$ cat src/rtl/note_sequencer.sv
// rtl/note_sequencer.sv - score player that steps ROM entries into the two-channel note generator
module note_sequencer #(
    parameter int BEAT_CYCLES = 12500000,
    parameter int GAP_CYCLES  = 1250000,
    parameter int ADDR_W      = 7,
    parameter int SONG_LEN    = 128
) (
    input  logic              clk,
    input  logic              rst,
    input  logic              play,
    input  logic              pause,
    input  logic              stop,
    input  logic              loop_en,
    output logic [ADDR_W-1:0] mem_addr,
    input  logic [47:0]       mem_data,
    output logic [21:0]       note_div_left,
    output logic [21:0]       note_div_right,
    output logic              playing,
    output logic              song_done,
    output logic              beat_tick
);

    typedef enum logic [2:0] {
        IDLE   = 3'd0,
        FETCH  = 3'd1,
        LOAD   = 3'd2,
        PLAY   = 3'd3,
        PAUSED = 3'd4
    } state_t;

    localparam logic [23:0]       BEAT_LAST  = 24'(BEAT_CYCLES - 1);
    localparam logic [23:0]       GAP_START  = 24'(BEAT_CYCLES - GAP_CYCLES);
    localparam logic [ADDR_W-1:0] LAST_ADDR  = ADDR_W'(SONG_LEN - 1);
    localparam logic [21:0]       DIV_SILENT = 22'd1;

    state_t            state, state_n;
    logic [23:0]       beat_cnt, beat_cnt_n;
    logic [3:0]        beats_left, beats_left_n;
    logic [21:0]       lat_l, lat_l_n;
    logic [21:0]       lat_r, lat_r_n;
    logic [ADDR_W-1:0] addr_n;
    logic [21:0]       div_l_n, div_r_n;
    logic              done_n, tick_n, playing_n, gap_n;
    logic              end_song, abort;

    logic [21:0]       entry_l, entry_r;
    logic [3:0]        entry_dur;
    logic              entry_past;

    assign entry_l    = mem_data[21:0];
    assign entry_r    = mem_data[43:22];
    assign entry_dur  = mem_data[47:44];
    // Only reachable when SONG_LEN is smaller than the address space.
    assign entry_past = ({1'b0, mem_addr} > {1'b0, LAST_ADDR});

    always_ff @(posedge clk) begin
        if (!rst) begin
            state          <= IDLE;
            mem_addr       <= '0;
            beat_cnt       <= '0;
            beats_left     <= '0;
            lat_l          <= DIV_SILENT;
            lat_r          <= DIV_SILENT;
            note_div_left  <= DIV_SILENT;
            note_div_right <= DIV_SILENT;
            playing        <= 1'b0;
            song_done      <= 1'b0;
            beat_tick      <= 1'b0;
        end else begin
            state          <= state_n;
            mem_addr       <= addr_n;
            beat_cnt       <= beat_cnt_n;
            beats_left     <= beats_left_n;
            lat_l          <= lat_l_n;
            lat_r          <= lat_r_n;
            note_div_left  <= div_l_n;
            note_div_right <= div_r_n;
            playing        <= playing_n;
            song_done      <= done_n;
            beat_tick      <= tick_n;
        end
    end

    always_comb begin
        state_n      = state;
        addr_n       = mem_addr;
        beat_cnt_n   = beat_cnt;
        beats_left_n = beats_left;
        lat_l_n      = lat_l;
        lat_r_n      = lat_r;
        done_n       = 1'b0;
        tick_n       = 1'b0;
        end_song     = 1'b0;
        abort        = 1'b0;

        case (state)
            IDLE: begin
                if (play && !stop) begin
                    state_n = FETCH;
                end
            end
            FETCH: begin
                if (stop) begin
                    abort = 1'b1;
                end else begin
                    state_n = LOAD;
                end
            end
            LOAD: begin
                if (stop) begin
                    abort = 1'b1;
                end else if (entry_dur == 4'd0 || entry_past) begin
                    end_song = 1'b1;
                end else begin
                    lat_l_n      = entry_l;
                    lat_r_n      = entry_r;
                    beat_cnt_n   = '0;
                    beats_left_n = entry_dur;
                    state_n      = PLAY;
                end
            end
            PLAY: begin
                if (stop) begin
                    abort = 1'b1;
                end else if (pause) begin
                    // Counters hold this cycle, so a wrap due now stays pending until resume.
                    state_n = PAUSED;
                end else if (beat_cnt == BEAT_LAST) begin
                    tick_n     = 1'b1;
                    beat_cnt_n = '0;
                    if (beats_left <= 4'd1) begin
                        beats_left_n = '0;
                        if (mem_addr == LAST_ADDR) begin
                            end_song = 1'b1;
                        end else begin
                            addr_n  = mem_addr + ADDR_W'(1);
                            state_n = FETCH;
                        end
                    end else begin
                        beats_left_n = beats_left - 4'd1;
                    end
                end else begin
                    beat_cnt_n = beat_cnt + 24'd1;
                end
            end
            PAUSED: begin
                if (stop) begin
                    abort = 1'b1;
                end else if (pause || play) begin
                    state_n = PLAY;
                end
            end
            default: begin
                abort = 1'b1;
            end
        endcase

        if (end_song) begin
            addr_n       = '0;
            beat_cnt_n   = '0;
            beats_left_n = '0;
            if (loop_en) begin
                state_n = FETCH;
            end else begin
                state_n = IDLE;
                done_n  = 1'b1;
            end
        end

        if (abort) begin
            state_n      = IDLE;
            addr_n       = '0;
            beat_cnt_n   = '0;
            beats_left_n = '0;
        end

        // Divs are registered, so they are derived from next-cycle counters:
        // the gap tail of the last beat is silent in the same cycle it is reached.
        gap_n     = (beats_left_n == 4'd1) && (beat_cnt_n >= GAP_START);
        div_l_n   = DIV_SILENT;
        div_r_n   = DIV_SILENT;
        if (state_n == PLAY && !gap_n) begin
            div_l_n = lat_l_n;
            div_r_n = lat_r_n;
        end
        playing_n = (state_n == FETCH) || (state_n == LOAD) || (state_n == PLAY);
    end

endmodule

$ cat config.mk
export PLATFORM = sky130hd
export DESIGN_NAME = note_sequencer
export DESIGN_NICKNAME = d
export VERILOG_FILES = /design/src/rtl/note_sequencer.sv
export SDC_FILE = /design/constraint.sdc
export NUM_CORES = 1
export LEC_CHECK = 0
export ABC_AREA = 1
export BUFFER_PORTS_ARGS = -buffer_cell sky130_fd_sc_hd__buf_2
export CORE_MARGIN = 2
export CORE_UTILIZATION = 50
export DETAILED_ROUTE_END_ITERATION = 6
export HOLD_SLACK_MARGIN = 0.1
export PLACE_DENSITY = 0.73
export SYNTH_ARGS = -nofsm -noshare
export SYNTH_HDL_FRONTEND = slang
export SYNTH_SLANG_ARGS = --single-unit
$ cat constraint.sdc
create_clock -name clk -period 5.07 [get_ports clk]
set_input_delay 0.507 -clock clk [delete_from_list [all_inputs] [get_ports clk]]
set_output_delay 0.507 -clock clk [all_outputs]
set_load 0.005 [all_outputs]
== Yosys cells after proc, flatten, opt, wreduce, memory -nomap -nowiden ==
Index checks and enable logic that the tools add are counted.

* Add/sub/neg operators: 3
* Multipliers: 0
* Div/mod/pow operators: 0
* Order comparisons: 2
* Equal/unequal tests: 10
* Shift operators: 0
* Multiplexer cells: 50
* Bitwise gates (word level): 5
* Reduce and logical (&&, ||, !) cells: 16

{| class="wikitable"
|+ Operators with widths
! kind !! number
|-
| 24-bit two-way mux || 7
|-
| 22-bit two-way mux || 6
|-
| 24-bit case mux with 2 select lines || 1
|-
| 3-bit two-way mux || 13
|-
| 4-bit two-way mux || 8
|-
| 24-bit by 1-bit adder with 24-bit output, second input constant || 1
|-
| 24-bit equality test, second input constant || 1
|-
| 24-bit greater-or-equal comparator, second input constant || 1
|-
| 3-bit case mux with 5 select lines || 1
|-
| 3-bit by 2-bit equality test with 1-bit output, second input constant || 4
|-
| 1-bit two-way mux || 11
|-
| 4-bit case mux with 2 select lines || 1
|-
| 4-bit OR reduction || 2
|-
| 7-bit by 1-bit adder with 7-bit output, second input constant || 1
|-
| 7-bit equality test, second input constant || 1
|-
| 3-bit by 1-bit equality test with 1-bit output, second input constant || 2
|-
| 6-bit AND reduction || 1
|-
| 1-bit inverter || 5
|-
| 4-bit by 1-bit equality test with 1-bit output, second input constant || 1
|-
| 4-bit by 1-bit <= comparator with 1-bit output, second input constant || 1
|-
| 4-bit zero test || 1
|-
| 1-bit case mux with 2 select lines || 2
|-
| 2-bit AND reduction || 2
|-
| 4-bit by 1-bit subtractor with 4-bit output, second input constant || 1
|-
| 6 further kinds || 11
|}

* Bits in registers: 129
* Latch bits: 0
* Bits in writable memories: 0
* ROM bits: 0
* Input bits: 54
* Word-level logic and storage cells: 97
* Memories kept: 0

== Logic depth before layout (Yosys ltp) ==
Gate-level depths: netlist of run 1.

* Depth after elaboration: 14
* Depth in mapped cells: 22

== Worst setup path after synthesis of run 1 ==
No wires, ideal clock.

* Path type: register to register
* Start: register beats_left[1]
* End: register note_div_left[5]
* Setup time: 0.119 ns
* Arrival time: 2.247 ns
* Required time: 4.951 ns
* Path slack: 2.704 ns
* Cell stages (with the launch flop): 22
* Path buffers: 2
* Cell sequence: dfxtp_1 inv_1 ha_1 nor2_1 nor3_1 nand2_1 nor2_2 nand3_2 nand3_2 inv_2 buf_6 nand3_2 inv_2 nor2_1 nand2_1 nor2_1 nand2_1 nand2_1 nand2_2 nand2_4 buf_12 nor2_1

* Cells in the longest elaborated chain, start to end: 13
* Elaborated cells on any way between the ends: 32

{| class="wikitable"
|+ RTL lines
! what !! RTL line !! source
|-
| from (decl) || 38 || <nowiki>logic [3:0] beats_left, beats_left_n;</nowiki>
|-
| from (signal assigned) || 73 || <nowiki>beats_left <= beats_left_n;</nowiki>
|-
| 4-bit by 1-bit <= comparator with 1-bit output or 4-bit by 1-bit subtractor with 4-bit output (tied branches) || 131, 140 ||
|-
| 1-bit two-way mux or 4-bit two-way mux (tied branches) || 131 || <nowiki>if (beats_left <= 4'd1) begin</nowiki>
|-
| 1-bit two-way mux or 4-bit two-way mux (tied branches) || 128 || <nowiki>end else if (beat_cnt == BEAT_LAST) begin</nowiki>
|-
| 1-bit two-way mux or 4-bit two-way mux (tied branches) || 125 || <nowiki>end else if (pause) begin</nowiki>
|-
| 1-bit two-way mux or 4-bit two-way mux (tied branches) || 123 || <nowiki>if (stop) begin</nowiki>
|-
| 1-bit case mux with 2 select lines or 4-bit case mux with 2 select lines (tied branches) || 96 || <nowiki>case (state)</nowiki>
|-
| 24-bit two-way mux or 4-bit two-way mux (tied branches) || 158 || <nowiki>if (end_song) begin</nowiki>
|-
| 24-bit two-way mux or 4-bit two-way mux (tied branches) || 170 || <nowiki>if (abort) begin</nowiki>
|-
| 24-bit greater-or-equal comparator or 4-bit by 1-bit equality test with 1-bit output (tied branches) || 179 || <nowiki>gap_n = (beats_left_n == 4'd1) && (beat_cnt_n >= GAP_START);</nowiki>
|-
| 1-bit logical AND || 179 ||
|-
| 1-bit zero test || 182 || <nowiki>if (state_n == PLAY && !gap_n) begin</nowiki>
|-
| 1-bit logical AND * || 182 ||
|-
| 2-bit AND reduction (no line) * || -- ||
|-
| to (signal assigned) || 76 || <nowiki>note_div_left <= div_l_n;</nowiki>
|-
| to (decl) || 16 || <nowiki>output logic [21:0] note_div_left,</nowiki>
|}

Every way passes the cells marked *; elsewhere a longest branch is shown, timed or not.
A chain may end at the register's enable or synchronous reset.

== Worst setup path after layout of run 1 ==
* Start: register state[2]
* End: register note_div_right[13]

* Cells in the longest elaborated chain, start to end: 11
* Elaborated cells on any way between the ends: 36

{| class="wikitable"
|+ RTL lines
! what !! RTL line !! source
|-
| from (decl) || 36 || <nowiki>state_t state, state_n;</nowiki>
|-
| from (signal assigned) || 70 || <nowiki>state <= state_n;</nowiki>
|-
| branches (longest 11 deep; another with 24-bit greater-or-equal comparator) || -- ||
|-
| to (signal assigned) || 77 || <nowiki>note_div_right <= div_r_n;</nowiki>
|-
| to (decl) || 17 || <nowiki>output logic [21:0] note_div_right,</nowiki>
|}

Several ways; the timed one is not identified.

==> impl_metrics.env, run 1 <==
export IMPL_outcome="finished, final reports clean"
export IMPL_ctsLongestPathBuffers=2
export IMPL_required_ps=5340
export IMPL_grt_ovfl_total=0
export IMPL_postCtsSetupBuffers=0
export IMPL_dr_pass1_iters=6
export IMPL_crit_family="simple AND/OR/NAND/NOR gates"
export IMPL_setup_viol=0
export IMPL_drc_errors=0
export IMPL_hold_viol=0
export IMPL_area_growth_pct=19.43
export IMPL_routed_wl_mm=14.76
export IMPL_worst_r2r_endpoint="note_div_right[13]$_SDFF_PN0_"
export IMPL_ant_nets=0
export IMPL_antenna_found_initial=0
export IMPL_syn_avg_cell_area_sq_um=7.368
export IMPL_clock_sinks=129
export IMPL_r2r_slack_ps=1500
export IMPL_drive_gt1_frac=0.2075
export IMPL_syn_nets=856
export IMPL_reg2regPathDepth=18
export IMPL_tns_ps=0
export IMPL_synth_cell_area_sq_mm=0.005879
export IMPL_slew_viol_final=0
export IMPL_initial_utilization=0.5127
export IMPL_wl_per_cell_microns=14.00
export IMPL_die_w_microns=112.4
export IMPL_period_share=0.7047
export IMPL_io_pin_count=108
export IMPL_dieArea_sq_mm=0.01264
export IMPL_num_vias=5426
export IMPL_cts_tree="done"
export IMPL_pre_cts_slack_ps=1579
export IMPL_ir_drop_mv=0.3757
export IMPL_rsz0062_at_grt="no"
export IMPL_coreArea_sq_mm=0.01147
export IMPL_grtUsageMet3=0.07667
export IMPL_min_path_cells=2
export IMPL_worstPathArrival_ps=3850
export IMPL_yosysUniqueCellTypes=41
export IMPL_setup_ws_ps=1497
export IMPL_critical_path_buf_inv_count=2
export IMPL_worst_pin_slew_ps=835.2
export IMPL_ys_seq_area_frac=0.4392
export IMPL_worst_path_max_fanout=42
export IMPL_place_gp_congestion=0.9393
export IMPL_synth_seq_cells=129
export IMPL_fmax_ghz=0.2799
export IMPL_instances_no_fill=1054
export IMPL_max_cap_viol_count=0
export IMPL_grt_max_degree=70
export IMPL_power_density_mw_per_mm2=342.0
export IMPL_grt_first_pass_wirelength_mm=23.84
export IMPL_avgViaCountPerCell=5.148
export IMPL_io_buffers=107
export IMPL_crit_type="reg -> reg"
export IMPL_netlist_instances=798
export IMPL_dp_cells=1022
export IMPL_worst_setup_path_start_kind="register"
export IMPL_clk_pin_slew_ps=60
export IMPL_finalWorstPathRequiredPeriod_ps=3573
export IMPL_crit_top_cell="nand2_1"
export IMPL_hold_path_end="lat_l[0]$_SDFF_PN1_"
export IMPL_path_cells="nor2_4, inv_2, nor2_4, nand2_1, nor2_2, nand3_2, nand3_2, inv_2, nand2_1, nand2_1, nor2_2, nand3_1, nand3_1, nand2_1, nand2_1, nand2_2, nand2_4, nor2_1"
export IMPL_drt_initial_drc_count=377
export IMPL_clock_skew_ps=12.00
export IMPL_use_met1=0.3133
export IMPL_ys_warn_count=0
export IMPL_worstSkewPairLatency_ps=410
export IMPL_ctsHtreeMaxLevel=4
export IMPL_globalRouteMet2Util=0.3542
export IMPL_cts_resized=0
export IMPL_numCtsBuffers=17
export IMPL_dpl_hpwl_mm=10.52
export IMPL_slowest_stage="nand2_4"
export IMPL_timing_critical_path_slowest_cell_delay_ps=400
export IMPL_busiest_layer="met2"
export IMPL_nNetsFinal=956
export IMPL_n_antenna_cell=0
export IMPL_grt_usage=0.2325
export IMPL_grt_pass1_vias=5057
export IMPL_chipHeight_microns=112.4
export IMPL_hp_class="in -> reg"
export IMPL_r2r_start="state[2]$_SDFF_PN0_"
export IMPL_p_leak_nw=2.969
export IMPL_root_buffer="clkbuf_16"
export IMPL_slew_headroom=0.4419
export IMPL_ctsHoldBuffers=0
export IMPL_cp_end_kind="register"
export IMPL_num_rows=39
export IMPL_hp_start="rst"
-- state kept, by name, summed over array words and instances (netlist names) --
name,count
note_div_left,22
lat_r,22
beat_tick,1
beat_cnt,24
mem_addr,7
beats_left,4
note_div_right,22
lat_l,22
song_done,1
playing,1
state,3
-- worst max path at each step --
stage / start / to / slack (ps) / cells past startpoint
after global placement: state[2]$_SDFF_PN0_ / note_div_left[20]$_SDFF_PN0_ / 1590 / 18
final: state[2]$_SDFF_PN0_ / note_div_right[13]$_SDFF_PN0_ / 1500 / 18
after floorplan: beats_left[1]$_SDFF_PN0_ / note_div_left[5]$_SDFF_PN0_ / 2700 / 21
after CTS: state[2]$_SDFF_PN0_ / note_div_right[18]$_SDFF_PN0_ / 1510 / 18
after detailed placement: state[2]$_SDFF_PN0_ / note_div_right[20]$_SDFF_PN0_ / 1580 / 18
after global routing: state[2]$_SDFF_PN0_ / note_div_right[4]$_SDFF_PN0_ / 1160 / 18
-- cells in the final DEF, fill, tap and decap left out, types with 2 or more instances in the layout --
master and count:
a21oi_1 32, a21oi_2 2, buf_2 107, buf_4 2
clkbuf_16 17, clkinvlp_4 2, dfxtp_1 129, ha_1 4
inv_1 67, inv_2 7, inv_6 4, inv_8 5
mux2i_1 44, nand2_1 176, nand2_2 9, nand3_1 44
nand3_2 4, nand4_1 10, nor2_1 154, nor2_2 19
nor2_4 3, nor3_1 16, nor3b_1 2, o21ai_0 27
o21ai_1 3, xor2_1 4
-- through the flow --
stage / util / hold WS, ps / total power, W / instance area (sq um)
after global routing: 0.6123 / 326.7 / 0.002490 / 7022
after CTS: 0.6123 / 315.2 / 0.002419 / 7022
after global placement: 0.5607 / 448.8 / 0.001226 / 6430
after detailed placement: 0.5607 / 452.9 / 0.001227 / 6430
after floorplan: - / 430.2 / 0.001179 / 5879
final: 0.6123 / 327.8 / 0.002402 / 7022
-- report_power, final --
part	leakage, nW	switching (W)	internal [W]
Sequential	1.04	0.0000127	0.00103
Combinational	1.64	0.000111	0.0000558
Clock	0.287	0.000493	0.000700
-- worst register-to-register path, stage by stage (launching register included) --
cell	delay (ps)
dfxtp_1	390
nor2_4	350
inv_2	270
nor2_4	340
nand2_1	140
nor2_2	120
nand3_2	120
nand3_2	270
inv_2	190
nand2_1	130
nand2_1	90
nor2_2	130
nand3_1	70
nand3_1	100
nand2_1	60
nand2_1	70
nand2_2	80
nand2_4	400
nor2_1	120
-- final cells by class --
| class | count | area [sq um] |
|---|---|---|
| Fill cell | 1003 | 4446 |
| Multi-Input combinational cell | 567 | 2840 |
| Sequential cell | 129 | 2582 |
| Timing Repair Buffer | 109 | 550.5 |
| Clock buffer | 17 | 425.4 |
| Inverter | 74 | 277.8 |
| Tap cell | 143 | 178.9 |
| Clock inverter | 15 | 166.4 |
-- cell usage after synthesis (all sizes together) --
master	n	share of area
xor2	4	0.0060
mux2i	44	0.075
nor3b	2	0.0026
nand4	10	0.011
o32ai	1	0.0015
inv	73	0.047
a221oi	1	0.0015
o211ai	1	0.0013
clkinv	1	0.00064
nor2	176	0.12
a311oi	1	0.0015
buf	18	0.025
o22ai	1	0.0011
nor3	18	0.018
a31oi	1	0.0011
or2	1	0.0011
o21ai	30	0.026
nand3b	1	0.0013
a21oi	34	0.030
ha	4	0.0085
nand3	48	0.044
o21a	1	0.0013
o221ai	1	0.0015
a22oi	1	0.0013
clkbuf	10	0.0064
nand2	186	0.12
dfxtp	129	0.44
-- routing by layer --
| layer | vias up | routed length [microns] |
|---|---|---|
| met5 | - | 0 |
| met4 | 0 | 222 |
| met1 | 2438 | 6621 |
| met3 | 20 | 1355 |
| li1 | 2746 | - |
| met2 | 222 | 6558 |
-- logic make-up after synthesis --
logic type / synth area share
compound gates: 0.06768
fa+ha+maj: 0.008513
flops: 0.4392
simple gates: 0.3247
buf+inv: 0.07895
mux: 0.07491
xor+xnor: 0.005958
(Power assumes the default switching activity.)
==> run 2: changes to the inputs <==
ABC_AREA = 0   (was 1)
clock period = 3.6 ns   (was 5.07 ns; I/O delays follow)
==> run 2 against run 1 <==
Compared with the run above: global-route usage up 2.3 points; critical path type unchanged; synthesized cell count shrank 23%; clock-buffer cell count increased by 6; worst setup slack worse by 1300 ps; critical path depth shrank 7; via count is 2.7% lower; non-clock buffer count grew 22; sequential share of layout area is 0.56 points lower.
==> impl_metrics.env, run 2 <==
export IMPL_ys_seq_area_frac=0.4421
export IMPL_finalPower_w=0.003373
export IMPL_largest_register_ffs=24
export IMPL_slew_viol_final=0
export IMPL_die_w_microns=112.1
export IMPL_clock_skew_ps=5.469
export IMPL_numCtsBuffers=17
export IMPL_setup_viol=0
export IMPL_area_growth_pct=22.04
export IMPL_root_buffer="clkbuf_16"
export IMPL_synth_area_leader_cell="dfxtp_1"
export IMPL_ctsHtreeMaxLevel=4
export IMPL_synth_top_family_by_area="simple AND/OR/NAND/NOR gates"
export IMPL_cts_tree="done"
export IMPL_max_cap_viol_count=0
export IMPL_clock_sinks=129
export IMPL_syn_nets=672
export IMPL_routed_wl_mm=15.91
export IMPL_synthTopCellsByCount="dfxtp_1 (129), nor2_1 (80), mux2i_1 (45)"
export IMPL_final_cell_mix="dfxtp_1 (129), buf_2 (107), nor2_1 (80)"
export IMPL_placed_cell_area_sq_mm=0.006538
export IMPL_dr_pass1_iters=7
export IMPL_p_leak_nw=2.671
export IMPL_synth_compound_area_frac=0.1262
export IMPL_coreArea_sq_mm=0.01142
export IMPL_finalWorstPathRequiredPeriod_ps=3363
export IMPL_netlist_instances=614
export IMPL_rsz0062_at_grt="no"
export IMPL_yosysMostFrequentCell="dfxtp_1"
export IMPL_initial_utilization=0.5116
export IMPL_dieArea_sq_mm=0.01256
export IMPL_ctsLongestPathBuffers=2
export IMPL_num_rows=39
export IMPL_syn_avg_cell_area_sq_um=9.514
export IMPL_num_vias=5281
export IMPL_synthXorXnorAreaFrac=0.008996
export IMPL_ant_nets=0
export IMPL_dpl_hpwl_mm=10.89
export IMPL_synth_fa_ha_area_frac=0.008567
export IMPL_ctsHoldBuffers=0
export IMPL_n_antenna_cell=0
export IMPL_synth_mux_area_frac=0.07710
export IMPL_outcome="finished, final reports clean"
export IMPL_period_share=0.9342
export IMPL_wl_per_cell_microns=18.20
export IMPL_synth_cell_area_sq_mm=0.005842
export IMPL_grt_first_pass_wirelength_mm=25.91
export IMPL_ys_warn_count=0
export IMPL_worstPathArrival_ps=3700
export IMPL_cts_resized=0
export IMPL_io_buffers=107
export IMPL_top_register="beat_cnt"
export IMPL_crit_type="reg -> reg"
export IMPL_final_common_cell="dfxtp_1"
export IMPL_grt_max_degree=30
export IMPL_place_gp_congestion=1.029
export IMPL_postCtsSetupBuffers=0
export IMPL_synth_seq_cells=129
export IMPL_dp_cells=843
export IMPL_chipHeight_microns=112.1
export IMPL_worstSkewPairLatency_ps=420
export IMPL_synth_edf_count=0
export IMPL_cp_end_kind="register"
export IMPL_multi_input_area_sq_mm=0.002985
export IMPL_final_area_sq_mm=0.007129
export IMPL_yosys_area_share_simple=0.2879
export IMPL_grt_pass1_vias=5250
export IMPL_worst_path_max_fanout=25
export IMPL_required_ps=3930
export IMPL_grt_ovfl_total=0
export IMPL_ys_flop_type="dfxtp_1"
export IMPL_power_density_mw_per_mm2=473.1
export IMPL_nNetsFinal=777
export IMPL_drt_initial_drc_count=413
export IMPL_holdWs_ps=153.2
export IMPL_final_seq_area_sq_mm=0.002582
export IMPL_clk_pin_slew_ps=60
export IMPL_slew_headroom=0.3650
export IMPL_hp_class="in -> reg"
export IMPL_drc_errors=0
export IMPL_yosysUniqueCellTypes=70
export IMPL_io_pin_count=108
export IMPL_worst_setup_path_start_kind="register"
export IMPL_async_reset_ff_frac=0
export IMPL_hold_viol=0
export IMPL_ys_top_cells_by_area="dfxtp_1 (44%), nor4_2 (8.8%), mux2i_1 (7.7%)"
export IMPL_tns_ps=0
export IMPL_instances_no_fill=874
export IMPL_fmax_ghz=0.2974
export IMPL_fillCellCount=957
export IMPL_drive_gt1_frac=0.2955
export IMPL_avgViaCountPerCell=6.042
export IMPL_grt_usage=0.2553
export IMPL_ir_drop_mv=0.3220
export IMPL_antenna_found_initial=0
export IMPL_synth_top_area_share=0.4421
export IMPL_worst_pin_slew_ps=951.4
[run 2: cell types whose count changed in the layout (fill, tap and decap cells not counted), moves of 34 or more]
cell / change
inv_1: -58
nand2_1: -142
nand3_1: -34
nor2_1: -74
nor4_2: +41
[run 2: routing by layer]
| layer | vias to the layer above | part of all wire | GRT usage |
|---|---|---|---|
| li1 | 2461 | - | - |
| met1 | 2475 | 0.40 | 0.3057 |
| met2 | 286 | 0.47 | 0.4100 |
| met3 | 59 | 0.092 | 0.08423 |
| met4 | 0 | 0.038 | 0.1325 |
| met5 | - | 0 | 0 |
[run 2: final cells by class]
type / instances / share of cell area
sequential: 129 / 0.3622
tap: 143 / 0.02510
inverter: 10 / 0.005265
multi-input combinational: 430 / 0.4187
timing repair buffer: 131 / 0.1057
clock buffer: 23 / 0.06845
clock inverter: 8 / 0.01457
[run 2: worst max-delay path: stages (launching register included)]
cell,delay (ps)
dfxtp_1,370
ha_1,230
nand4_1,190
or4_4,620
o21ai_4,340
a211oi_1,120
o311ai_1,420
a311oi_1,170
o211ai_2,280
a21oi_4,120
buf_12,190
nor4_2,220
[run 2: where the power goes]
group	internal, W	switching (W)	total [W]
clock network	0.00109	0.000616	0.00170
logic	0.0000740	0.000147	0.000221
registers	0.00144	0.00000641	0.00145
[run 2: worst paths after layout]
kind | start | end | slack [ps] | depth (start not counted)
setup / recovery | beat_cnt[0]$_SDFF_PN0_ | note_div_left[19]$_SDFF_PN0_ | 240 | 11
hold / removal | mem_data[0] | lat_l[0]$_SDFF_PN1_ | 150 | 2
setup reg to reg | beat_cnt[0]$_SDFF_PN0_ | note_div_left[19]$_SDFF_PN0_ | 240 | 11
hold reg to reg | lat_l[20]$_SDFF_PN0_ | lat_l[20]$_SDFF_PN0_ | 500 | 2
[run 2: cell families (layout without fill, tap and decap cells)]
group	Yosys count	count (layout)
and+or+nand+nor	268	268
DFF	129	129
AOI/OAI and AO/OA	107	107
buffers and inverters	55	172
muxes	45	45
xor gates and xnor gates	6	6
adders and majority gates	4	4
[run 2: through the flow]
step,utilization,worst slack (ps)
2_1_floorplan,-,646.3
3_3_place_gp,0.5725,430.9
3_5_place_dp,0.5725,358.4
4_1_cts,0.6244,338.7
5_1_grt,0.6244,72.58
6_report,0.6244,237.0
==> run 3: changes to the inputs <==
RECOVER_POWER = 50   (was not set)
SETUP_SLACK_MARGIN = 0.5   (was not set)
==> run 3 against run 2 <==
Compared with the run above: the run now ends with max-capacitance violations, max-slew violations left; worst setup slack gained 130 ps; via count rose by 7.8%; utilization increased by 6.2 points; sequential share of layout area shrank 3.0 points; register-to-register slack improved by 130 ps; critical endpoint is now note_div_left[4]$_SDFF_PN0_; largest power group unchanged; highest routed layer unchanged.
==> impl_metrics.env, run 3 (synthesized netlist as in run 2, its figures left out) <==
export IMPL_num_rows=39
export IMPL_chipHeight_microns=112.1
export IMPL_p_leak_nw=2.812
export IMPL_power_density_mw_per_mm2=435.0
export IMPL_grt_max_degree=30
export IMPL_hold_viol=0
export IMPL_multi_input_area_sq_mm=0.003337
export IMPL_ctsLongestPathBuffers=2
export IMPL_cts_tree="done"
export IMPL_numCtsBuffers=17
export IMPL_final_seq_area_sq_mm=0.002608
export IMPL_worst_pin_slew_ps=1515
export IMPL_coreArea_sq_mm=0.01142
export IMPL_clk_pin_slew_ps=60
export IMPL_place_gp_congestion=1.029
export IMPL_grt_ovfl_total=0
export IMPL_dieArea_sq_mm=0.01256
export IMPL_final_cell_mix="dfxtp_1 (117), buf_2 (81), nor2_1 (79)"
export IMPL_tns_ps=0
export IMPL_initial_utilization=0.5116
export IMPL_avgViaCountPerCell=6.250
export IMPL_die_w_microns=112.1
export IMPL_r2r_slack_ps=360
export IMPL_crit_type="reg -> reg"
export IMPL_required_ps=3930
export IMPL_grt_pass1_vias=5625
export IMPL_area_growth_pct=34.25
export IMPL_slew_viol_final=28
export IMPL_dr_pass1_iters=5
export IMPL_cp_end_kind="register"
export IMPL_ctsHtreeMaxLevel=4
export IMPL_worstSkewPairLatency_ps=430
export IMPL_fillCellCount=859
export IMPL_fmax_ghz=0.3091
export IMPL_rsz0062_at_grt="yes"
export IMPL_root_buffer="clkbuf_16"
export IMPL_top_register="beat_cnt"
export IMPL_final_common_cell="dfxtp_1"
export IMPL_drive_gt1_frac=0.3438
export IMPL_nNetsFinal=814
export IMPL_hp_class="in -> reg"
export IMPL_slew_headroom=-0.01018
export IMPL_drt_initial_drc_count=615
export IMPL_grt_usage=0.2810
export IMPL_setup_viol=0
export IMPL_clock_sinks=129
export IMPL_worstPathArrival_ps=3560
export IMPL_wl_per_cell_microns=20.38
export IMPL_violations="max-capacitance violations, max-slew violations"
export IMPL_worst_path_max_fanout=9
export IMPL_placed_cell_area_sq_mm=0.006538
export IMPL_finalWorstPathRequiredPeriod_ps=3236
export IMPL_n_antenna_cell=0
export IMPL_largest_register_ffs=24
export IMPL_outcome="finished with violations"
export IMPL_clock_skew_ps=6.188
export IMPL_ir_drop_mv=0.3233
export IMPL_grt_first_pass_wirelength_mm=28.30
export IMPL_ctsHoldBuffers=0
export IMPL_dpl_hpwl_mm=10.89
export IMPL_io_buffers=107
export IMPL_num_vias=5694
export IMPL_drc_errors=0
export IMPL_antenna_found_initial=0
export IMPL_io_pin_count=108
export IMPL_final_area_sq_mm=0.007843
export IMPL_routed_wl_mm=18.56
export IMPL_max_cap_viol_count=1
export IMPL_ant_nets=0
export IMPL_period_share=0.8988
export IMPL_worst_setup_path_start_kind="register"
run 3: power breakdown:
part	total (W)	switching [W]	internal, W
clock	0.00172	0.000628	0.00109
combinational	0.000251	0.000172	0.0000788
sequential	0.00145	0.00000668	0.00144
run 3: final cells by class:
| class | count | share of cell area |
|---|---|---|
| multi-input combinational | 431 | 0.4255 |
| sequential | 129 | 0.3325 |
| timing repair buffer | 167 | 0.1390 |
| clock buffer | 23 | 0.06222 |
| tap | 143 | 0.02281 |
| clock inverter | 8 | 0.01324 |
| inverter | 10 | 0.004786 |
run 3: through the flow:
step	power [W]	utilization	std cells	worst slack, ps	hold slack (ps)
after floorplan	0.001612	-	614	646.3	439.3
after global placement	0.001690	0.5725	843	430.9	476.4
after detailed placement	0.001696	0.5725	843	358.4	492.9
after CTS	0.003406	0.6647	905	477.0	142.0
after global routing	0.003505	0.6868	911	237.5	151.9
final	0.003412	0.6868	911	364.3	154.8
run 3: repair_timing:
action	in CTS	in global routing
gates resized for setup	43	44
gates cloned	3	2
pin swaps	20	23
setup endpoints to repair	42	46
setup buffers	28	4
run 3: layer usage:
| layer | global-route usage | part of all wire | up-vias | routed length, microns |
|---|---|---|---|---|
| met5 | 0 | 0 | - | 0 |
| met1 | 0.3320 | 0.38 | 2702 | 7100 |
| met4 | 0.1569 | 0.039 | 0 | 730 |
| met2 | 0.4526 | 0.48 | 361 | 8983 |
| li1 | - | - | 2543 | - |
| met3 | 0.09071 | 0.094 | 88 | 1750 |
run 3: final timing paths:
path / startpoint / to / cells after the start
worst min register to register: lat_l[7]$_SDFF_PN0_ / lat_l[7]$_SDFF_PN0_ / 2
worst max-delay path: beat_cnt[6]$_SDFF_PN0_ / note_div_left[4]$_SDFF_PN0_ / 11
worst max register to register: beat_cnt[6]$_SDFF_PN0_ / note_div_left[4]$_SDFF_PN0_ / 11
worst min-delay path: loop_en / song_done$_SDFF_PN0_ / 2
run 3: worst max-delay path, stage by stage, from the launching register on:
cell	delay, ps
dfxtp_1	360
or3_4	400
or4_4	590
o21ai_4	310
a211oi_4	90
o311ai_2	310
a311oi_1	170
o211ai_2	280
a21oi_4	110
buf_6	140
buf_12	140
nor4_1	220
